### config.mk
export PLATFORM = sky130hd
export DESIGN_NAME = biquad_cascade
export DESIGN_NICKNAME = d
export VERILOG_FILES = /design/src/rtl/biquad_cascade.sv
export SDC_FILE = /design/constraint.sdc
export NUM_CORES = 2
export LEC_CHECK = 0
export BUFFER_PORTS_ARGS = -buffer_cell sky130_fd_sc_hd__buf_4
export CAP_MARGIN = 10
export CORE_MARGIN = 2
export CORE_UTILIZATION = 58
export CTS_CLUSTER_DIAMETER = 60
export DETAILED_ROUTE_END_ITERATION = 8
export GPL_TIMING_DRIVEN = 0
export PLACE_DENSITY = 0.81
export SETUP_SLACK_MARGIN = 0.3
export SKIP_LAST_GASP = 1
export SYNTH_ARGS = -nofsm -noshare
export SYNTH_HDL_FRONTEND = slang
export SYNTH_SLANG_ARGS = --single-unit
### constraint.sdc
create_clock -name clk -period 21.7 [get_ports clk]
set_clock_uncertainty 0.15 [all_clocks]
set_input_delay 2.17 -clock clk [delete_from_list [all_inputs] [get_ports clk]]
set_output_delay 2.17 -clock clk [all_outputs]
set_load 0.05 [all_outputs]
### src/rtl/biquad_cascade.sv
// biquad_cascade
//   NUM_STAGES Direct Form I biquads in series. One signed multiplier-accumulator
//   is shared by all stages: 5 MAC cycles plus 1 write-back cycle per stage.
//   Coefficients are written into a shadow bank and copied to the active bank
//   when a sample is accepted. Each stage can be bypassed per sample.
//
// Ports
//   clk, reset            clock, asynchronous active-high reset
//   in_valid/in_ready     sample handshake, in_sample = x[n]
//   coef_we/coef_stage/coef_idx/coef_wdata
//                         shadow coefficient write (idx 0..4 = b0,b1,b2,a1,a2)
//   bypass                per-stage bypass, captured with the sample
//   sat_clr               clears sat_flag
//   out_valid/out_sample  one-cycle result pulse, sample held until next result
//   sat_flag              sticky saturation indicator
//   busy                  inverse of in_ready
module biquad_cascade #(
  parameter  int DATA_W     = 16,
  parameter  int COEF_W     = 16,
  parameter  int FRAC_BITS  = 14,
  parameter  int NUM_STAGES = 3,
  parameter  int ACC_W      = 40,
  localparam int SW         = (NUM_STAGES > 1) ? $clog2(NUM_STAGES) : 1
) (
  input  logic                     clk,
  input  logic                     reset,
  input  logic                     in_valid,
  output logic                     in_ready,
  input  logic signed [DATA_W-1:0] in_sample,
  input  logic                     coef_we,
  input  logic [SW-1:0]            coef_stage,
  input  logic [2:0]               coef_idx,
  input  logic signed [COEF_W-1:0] coef_wdata,
  input  logic [NUM_STAGES-1:0]    bypass,
  input  logic                     sat_clr,
  output logic                     out_valid,
  output logic signed [DATA_W-1:0] out_sample,
  output logic                     sat_flag,
  output logic                     busy
);

  localparam int PW = DATA_W + COEF_W;

  localparam logic signed [COEF_W-1:0] COEF_ONE = {{(COEF_W-1){1'b0}}, 1'b1} << FRAC_BITS;
  localparam logic signed [ACC_W-1:0]  ROUND    = {{(ACC_W-1){1'b0}}, 1'b1} << (FRAC_BITS-1);
  localparam logic signed [ACC_W-1:0]  SAT_MAX  = {{(ACC_W-DATA_W+1){1'b0}}, {(DATA_W-1){1'b1}}};
  localparam logic signed [ACC_W-1:0]  SAT_MIN  = {{(ACC_W-DATA_W+1){1'b1}}, {(DATA_W-1){1'b0}}};
  localparam logic signed [DATA_W-1:0] D_MAX    = {1'b0, {(DATA_W-1){1'b1}}};
  localparam logic signed [DATA_W-1:0] D_MIN    = {1'b1, {(DATA_W-1){1'b0}}};

  typedef enum logic [1:0] {IDLE, MAC, WB} state_t;

  state_t                     state;
  logic [SW-1:0]              stage;
  logic [2:0]                 term;
  logic [NUM_STAGES-1:0]      byp;
  logic signed [DATA_W-1:0]   cur_x;
  logic signed [ACC_W-1:0]    acc;

  logic signed [COEF_W-1:0]   shadow [NUM_STAGES][5];
  logic signed [COEF_W-1:0]   active [NUM_STAGES][5];
  logic signed [DATA_W-1:0]   x1 [NUM_STAGES];
  logic signed [DATA_W-1:0]   x2 [NUM_STAGES];
  logic signed [DATA_W-1:0]   y1 [NUM_STAGES];
  logic signed [DATA_W-1:0]   y2 [NUM_STAGES];

  logic                       transfer;
  logic                       last_stage;
  logic                       coef_ok;
  logic signed [COEF_W-1:0]   mac_coef;
  logic signed [DATA_W-1:0]   mac_data;
  logic signed [PW-1:0]       coef_ext;
  logic signed [PW-1:0]       data_ext;
  logic signed [PW-1:0]       prod;
  logic signed [ACC_W-1:0]    prod_ext;
  logic signed [ACC_W-1:0]    acc_next;
  logic signed [ACC_W-1:0]    rounded;
  logic                       clamp_hi;
  logic                       clamp_lo;
  logic signed [DATA_W-1:0]   stage_out;
  logic                       stage_sat;

  assign transfer   = in_valid && in_ready;
  assign last_stage = (stage == SW'(NUM_STAGES - 1));
  assign coef_ok    = coef_we && (coef_idx <= 3'd4) && (int'(coef_stage) < NUM_STAGES);
  assign busy       = ~in_ready;

  // Operand selection for the shared MAC; a1/a2 terms are subtracted.
  always_comb begin
    mac_coef = active[stage][term];
    mac_data = cur_x;
    case (term)
      3'd1:    mac_data = x1[stage];
      3'd2:    mac_data = x2[stage];
      3'd3:    mac_data = y1[stage];
      3'd4:    mac_data = y2[stage];
      default: mac_data = cur_x;
    endcase
    // Operands are widened to the full product width so the low PW bits of the
    // product hold the exact signed result.
    coef_ext = {{DATA_W{mac_coef[COEF_W-1]}}, mac_coef};
    data_ext = {{COEF_W{mac_data[DATA_W-1]}}, mac_data};
    prod     = coef_ext * data_ext;
    prod_ext = {{(ACC_W-PW){prod[PW-1]}}, prod};
    if (term == 3'd0)
      acc_next = prod_ext;
    else if (term >= 3'd3)
      acc_next = acc - prod_ext;
    else
      acc_next = acc + prod_ext;
  end

  // Round-half-up, clamp to the sample range; a bypassed stage passes its input.
  always_comb begin
    rounded  = (acc + ROUND) >>> FRAC_BITS;
    clamp_hi = (rounded > SAT_MAX);
    clamp_lo = (rounded < SAT_MIN);
    if (byp[stage])
      stage_out = cur_x;
    else if (clamp_hi)
      stage_out = D_MAX;
    else if (clamp_lo)
      stage_out = D_MIN;
    else
      stage_out = rounded[DATA_W-1:0];
    stage_sat = (state == WB) && !byp[stage] && (clamp_hi || clamp_lo);
  end

  always_ff @(posedge clk or posedge reset) begin
    if (reset) begin
      state      <= IDLE;
      stage      <= '0;
      term       <= '0;
      byp        <= '0;
      cur_x      <= '0;
      acc        <= '0;
      in_ready   <= 1'b1;
      out_valid  <= 1'b0;
      out_sample <= '0;
      sat_flag   <= 1'b0;
      for (int s = 0; s < NUM_STAGES; s++) begin
        x1[s] <= '0;
        x2[s] <= '0;
        y1[s] <= '0;
        y2[s] <= '0;
        for (int i = 0; i < 5; i++) begin
          shadow[s][i] <= (i == 0) ? COEF_ONE : '0;
          active[s][i] <= (i == 0) ? COEF_ONE : '0;
        end
      end
    end else begin
      out_valid <= 1'b0;

      // Set has priority over clear when both happen on one edge.
      if (sat_clr)
        sat_flag <= 1'b0;
      if (stage_sat)
        sat_flag <= 1'b1;

      // Active takes the pre-edge shadow, so a same-edge write waits a sample.
      if (transfer) begin
        for (int s = 0; s < NUM_STAGES; s++)
          for (int i = 0; i < 5; i++)
            active[s][i] <= shadow[s][i];
      end
      if (coef_ok)
        shadow[coef_stage][coef_idx] <= coef_wdata;

      case (state)
        IDLE: begin
          if (transfer) begin
            cur_x    <= in_sample;
            byp      <= bypass;
            stage    <= '0;
            term     <= '0;
            in_ready <= 1'b0;
            state    <= MAC;
          end
        end
        MAC: begin
          acc <= acc_next;
          if (term == 3'd4) begin
            term  <= '0;
            state <= WB;
          end else begin
            term <= term + 3'd1;
          end
        end
        WB: begin
          if (!byp[stage]) begin
            x2[stage] <= x1[stage];
            x1[stage] <= cur_x;
            y2[stage] <= y1[stage];
            y1[stage] <= stage_out;
          end
          cur_x <= stage_out;
          if (last_stage) begin
            out_sample <= stage_out;
            out_valid  <= 1'b1;
            in_ready   <= 1'b1;
            state      <= IDLE;
          end else begin
            stage <= stage + 1'b1;
            state <= MAC;
          end
        end
        default: state <= IDLE;
      endcase
    end
  end

endmodule

Yosys cells after proc, flatten, opt, wreduce, memory -nomap -nowiden

Cells that the tools add are included.

Add/sub/neg operators: 5
Equality and inequality tests: 11
Muxes and demuxes: 56
Reduce and logical (&&, ||, !) cells: 23
Multiply operators: 1
$lt $le $gt $ge: 13
Bitwise logic cells: 6

Operators with widths:

| cell                                                                              | number |
|---|---|
| 16-bit two-way mux                                                                | 16 |
| 240-bit bitwise mux                                                               | 1 |
| 80-bit two-way mux                                                                | 3 |
| 48-bit bitwise mux                                                                | 4 |
| 80-bit binary-select mux with 2-bit select                                        | 1 |
| 80-bit demux with 2-bit select                                                    | 1 |
| 16-bit binary-select mux with 2-bit select                                        | 4 |
| 40-bit two-way mux                                                                | 2 |
| 16-bit one-hot mux with 4 select lines                                            | 1 |
| 16-bit binary-select mux with 3-bit select                                        | 1 |
| 16-bit demux with 3-bit select                                                    | 1 |
| 40-bit by 15-bit adder with 40-bit output, second input constant                  | 1 |
| 40-bit by 32-bit adder with 40-bit output                                         | 1 |
| 40-bit by 32-bit subtractor with 40-bit output                                    | 1 |
| 16-bit demux with 2-bit select                                                    | 1 |
| 16-bit by 16-bit multiplier with 32-bit output                                    | 1 |
| 16-bit one-hot mux with 2 select lines                                            | 1 |
| 26-bit by 16-bit greater-than comparator with 1-bit output, second input constant | 1 |
| 26-bit by 16-bit < comparator with 1-bit output, second input constant            | 1 |
| 2-bit AND reduction                                                               | 6 |
| 4-bit greater-or-equal comparator, second input constant                          | 2 |
| 1-bit logical AND                                                                 | 8 |
| 1-bit two-way mux                                                                 | 8 |
| 2-bit two-way mux                                                                 | 4 |
| other kinds (30)                                                                  | 44 |

Input port bits: 45
Logic and storage cells: 167
Flip-flop bits (word level): 757

Logic depth before layout (Yosys ltp)

Depth in word-level cells: 11
Mapped depth: 51

Least setup slack after synthesis

No wires, ideal clock.

Kind: register to register
Start: reg term[0]
End: reg acc[39]
Data arrival time: 11894 ps
Library setup time: 80 ps
Required time: 21470 ps
Period minus slack after synthesis: 12124 ps
Path slack: 9576 ps
Stages on the path, launching flop included: 49
Buffers on the path: 7
Cell sequence: dfrtp_1 > buf_6 > clkbuf_1 > clkbuf_1 > inv_1 > ha_1 > nand2b_1 > clkbuf_1 > clkbuf_1 > o22ai_1 > or3_1 > o21ai_1 > clkbuf_1 > nor2_1 > fa_1 > inv_1 > fa_1 > fa_1 > [13 not listed] > or4b_4 > nor3_2 > nor2_2 > nor2_8 > nand4_4 > a21oi_1 > ha_1 > a21o_1 > a21o_1 > a21o_1 > nand2b_1 > and3_1 > a221oi_1 > o21ai_1 > and3b_1 > a221oi_1 > o211ai_1 > nor3_2

Word-level cells in the longest chain between the ends: 8

Ends and longest elaborated chain:

| element                                                                                                            | line     | text |
|---|---|---|
| start, declared                                                                                                    | 55       | `logic [2:0] term;` |
| start signal, assigned                                                                                             | 186      | `term <= term + 3'd1;` |
| 3-bit inverter with 4-bit output (not written as such)                                                             | 90       | `mac_coef = active[stage][term];` |
| 16-bit binary-select mux with 3-bit select                                                                         | 90       |  |
| 16-bit two-way mux (not written as such) (2 in series)                                                             | 90       |  |
| 16-bit by 16-bit multiplier with 32-bit output                                                                     | 103      | `prod = coef_ext * data_ext;` |
| 40-bit by 32-bit adder with 40-bit output / 40-bit by 32-bit subtractor with 40-bit output (equally long branches) | 110, 108 |  |
| 40-bit two-way mux                                                                                                 | 107      | `else if (term >= 3'd3)` |
| 40-bit two-way mux (*)                                                                                             | 105      | `if (term == 3'd0)` |
| end signal, assigned                                                                                               | 181      | `acc <= acc_next;` |
| end, declared                                                                                                      | 58       | `logic signed [ACC_W-1:0] acc;` |

Every way passes the cells marked *; elsewhere a longest branch is shown, timed or not. The select of a mux whose other input is x is not followed.
A chain may end at the register's enable or synchronous reset.

Final worst setup path

Same ends and word-level chain as after synthesis.

==> flow_metrics.env <==
export IMPL_stdcell_count=6085
export IMPL_utilization=0.648
export IMPL_arrival_ns=16.74
export IMPL_crit_type="flip-flop to flip-flop"
export IMPL_layout_area_overhead_vs_synth_pct=10.9
export IMPL_first_global_vias=38516
export IMPL_met3_length_um=15000
export IMPL_mostFrequentLayoutCells="nand2_1, dfrtp_1, inv_1"
export IMPL_layout_drive_gt1_share=0.126
export IMPL_grt_usage=0.348
export IMPL_clockBufferDepth=3
export IMPL_syn_area_um2=46100
export IMPL_syn_inst=4796
export IMPL_max_cap_violations=0
export IMPL_path_max_fanout=10
export IMPL_multi_input_area_um2=24700
export IMPL_maxSlewHeadroom=0.0802
export IMPL_fill_cells=6073
export IMPL_final_common_cell="nand2_1"
export IMPL_die_y_um=286
export IMPL_clk_latency_ns=0.66
export IMPL_start_kind="flip-flop"
export IMPL_hold_class="flip-flop to flip-flop"
export IMPL_die_area_um2=81700
export IMPL_setup_viol=0
export IMPL_crit_path_end_kind="flip-flop"
export IMPL_place_hpwl_um=101000
export IMPL_cts_buffers=83
export IMPL_rows=103
export IMPL_drv_slew=0
export IMPL_post_dp_cell_area_um2=48300
export IMPL_gp_congestion=0.972
export IMPL_synth_cell_type_count=92
export IMPL_die_w_um=286
export IMPL_drtIter0Drc=4551
export IMPL_antenna_left=0
export IMPL_seqCellArea_um2=19000
export IMPL_worstPathRequired_ns=22.13
export IMPL_yosys_top_cells_area="dfrtp_1, fa_1, nand2_1"
export IMPL_post_route_min_period_ns=16.31
export IMPL_placedCellCount=5931
export IMPL_postLayoutCellArea_um2=51100
export IMPL_boundaryPins=65
export IMPL_drc_errors=0
export IMPL_status="complete, no violations"
export IMPL_cts_resized=0
export IMPL_synthFlopType="dfrtp_1"
export IMPL_finalSetupTns_ns=0
export IMPL_ys_warn_count=0
export IMPL_synthArstFlopShare=1.00
export IMPL_drt_pass1_iterations=7
export IMPL_ys_seq_area_frac=0.411
export IMPL_final_hold_viol_count=0
export IMPL_met1Wirelength_um=52600
export IMPL_synth_edf_count=0
export IMPL_totalWireLength_um=140000
export IMPL_fin_nets=5407
export IMPL_grt_overflow_total=0
export IMPL_grt_pass1_wl_um=218000
export IMPL_start_util=0.584
export IMPL_clock_sinks=757
export IMPL_met2_length_um=63000
export IMPL_yosys_area_top_type_share=0.407
export IMPL_fmax_mhz=61.3
export IMPL_port_buffer_count=64
export IMPL_cts_tree="done"
export IMPL_top_layer_used="met4"
export IMPL_antenna_found_initial=1
export IMPL_avgViaCountPerCell=6.21
export IMPL_synth_top_cell_by_area="dfrtp_1"
export IMPL_critPathMostFrequentCell="fa_1"
export IMPL_ys_seq_elements=757
export IMPL_syn_num_nets=5235
export IMPL_avgSynthCellArea_um2=9.61
export IMPL_num_vias=37815
export IMPL_crit_slowest_cell="a311oi_1"
export IMPL_h_tree_depth=3
export IMPL_cts_hold_buf=0
export IMPL_avgRoutedWirePerCell_um=23.0
export IMPL_post_cts_buffers=0
export IMPL_slowest_delay_ns=1.00
export IMPL_grt_max_degree=45
export IMPL_tightest_slew_ns=1.37
export IMPL_cts_root_buf="clkbuf_16"
export IMPL_finalCritPeriodShare=0.751
export IMPL_fp_coreArea_um2=78900
export IMPL_path_clk_slew_ns=0.07
export IMPL_rsz0062_at_grt="no"
critical path: cells and delay by family, from the launching register on:
kind,cells,cell delay [ns]
simple gates,9,1.87
flops,1,0.41
fa+ha+maj,9,4.25
compound gates,17,5.66
buf+inv,12,3.89
cells by family (layout without fill, tap and decap cells):
group	Yosys count	after routing	synth area share
other	0	1	0
AND/OR/NAND/NOR	1723	1723	0.155
XOR/XNOR	105	105	0.0200
buffers and inverters	645	883	0.0534
multiplexers	424	424	0.113
flip-flops	757	757	0.411
adder cells (fa/ha/maj)	394	394	0.150
AO/OA/AOI/OAI	748	748	0.0974
registers in the layout, indices dropped and copies added, names as in the netlist:
register    count
cur_x          16
shadow        240
term            3
y1             48
stage           2
x1             48
sat_flag        1
out_sample     16
y2             48
in_ready        1
x2             48
out_valid       1
acc            40
byp             3
state           2
active        240
final cells by class:
class                   instances  share of cell area
multi-input cells            3394               0.483
flip-flops and latches        757               0.371
clock buffers                 114              0.0459
inverters                     376              0.0277
well taps                    1050              0.0257
plain buffers                 269              0.0205
repair buffers                 87              0.0181
clock inverters                37             0.00840
diodes                          1           0.0000490
final timing paths:
check	start	end	slack, ns	cells past startpoint
worst max-delay path	term[0]	acc[39]	5.39	47
worst min-delay path	shadow[39]	active[39]	0.30	2
worst max register to register	term[0]	acc[39]	5.39	47
worst min register to register	shadow[39]	active[39]	0.30	2
max in group asynchronous	reset	active[131]	18.17	7
min in group asynchronous	reset	active[31]	1.56	2
synth_stat cells (all sizes together) (27+ instances only):
| library cell | count |
|---|---|
| mux4 | 48 |
| dfrtp | 750 |
| xnor2 | 61 |
| inv | 372 |
| nand3 | 27 |
| a21o | 37 |
| o22ai | 37 |
| o21ai | 278 |
| xor2 | 44 |
| mux2 | 294 |
| nand2 | 1114 |
| clkbuf | 225 |
| nor2 | 371 |
| buf | 44 |
| nor3 | 56 |
| nand2b | 36 |
| mux2i | 82 |
| ha | 130 |
| fa | 264 |
| a21oi | 226 |
through the flow:
step / setup slack, ns / hold slack, ns
final: 5.39 / 0.299
after global routing: 4.88 / 0.321
after CTS: 5.78 / 0.303
after detailed placement: 5.75 / 0.295
after global placement: 5.00 / 0.290
after floorplan: 9.01 / 0.282
per-layer routing:
| layer | vias up | global-route usage |
|---|---|---|
| met5 | - | 0 |
| met4 | 0 | 0.209 |
| met3 | 595 | 0.0808 |
| met2 | 2325 | 0.534 |
| met1 | 18735 | 0.455 |
| li1 | 16160 | - |
Power is not shown: default switching activity piles up to over one toggle a cycle in this logic, so the estimate is an artifact.
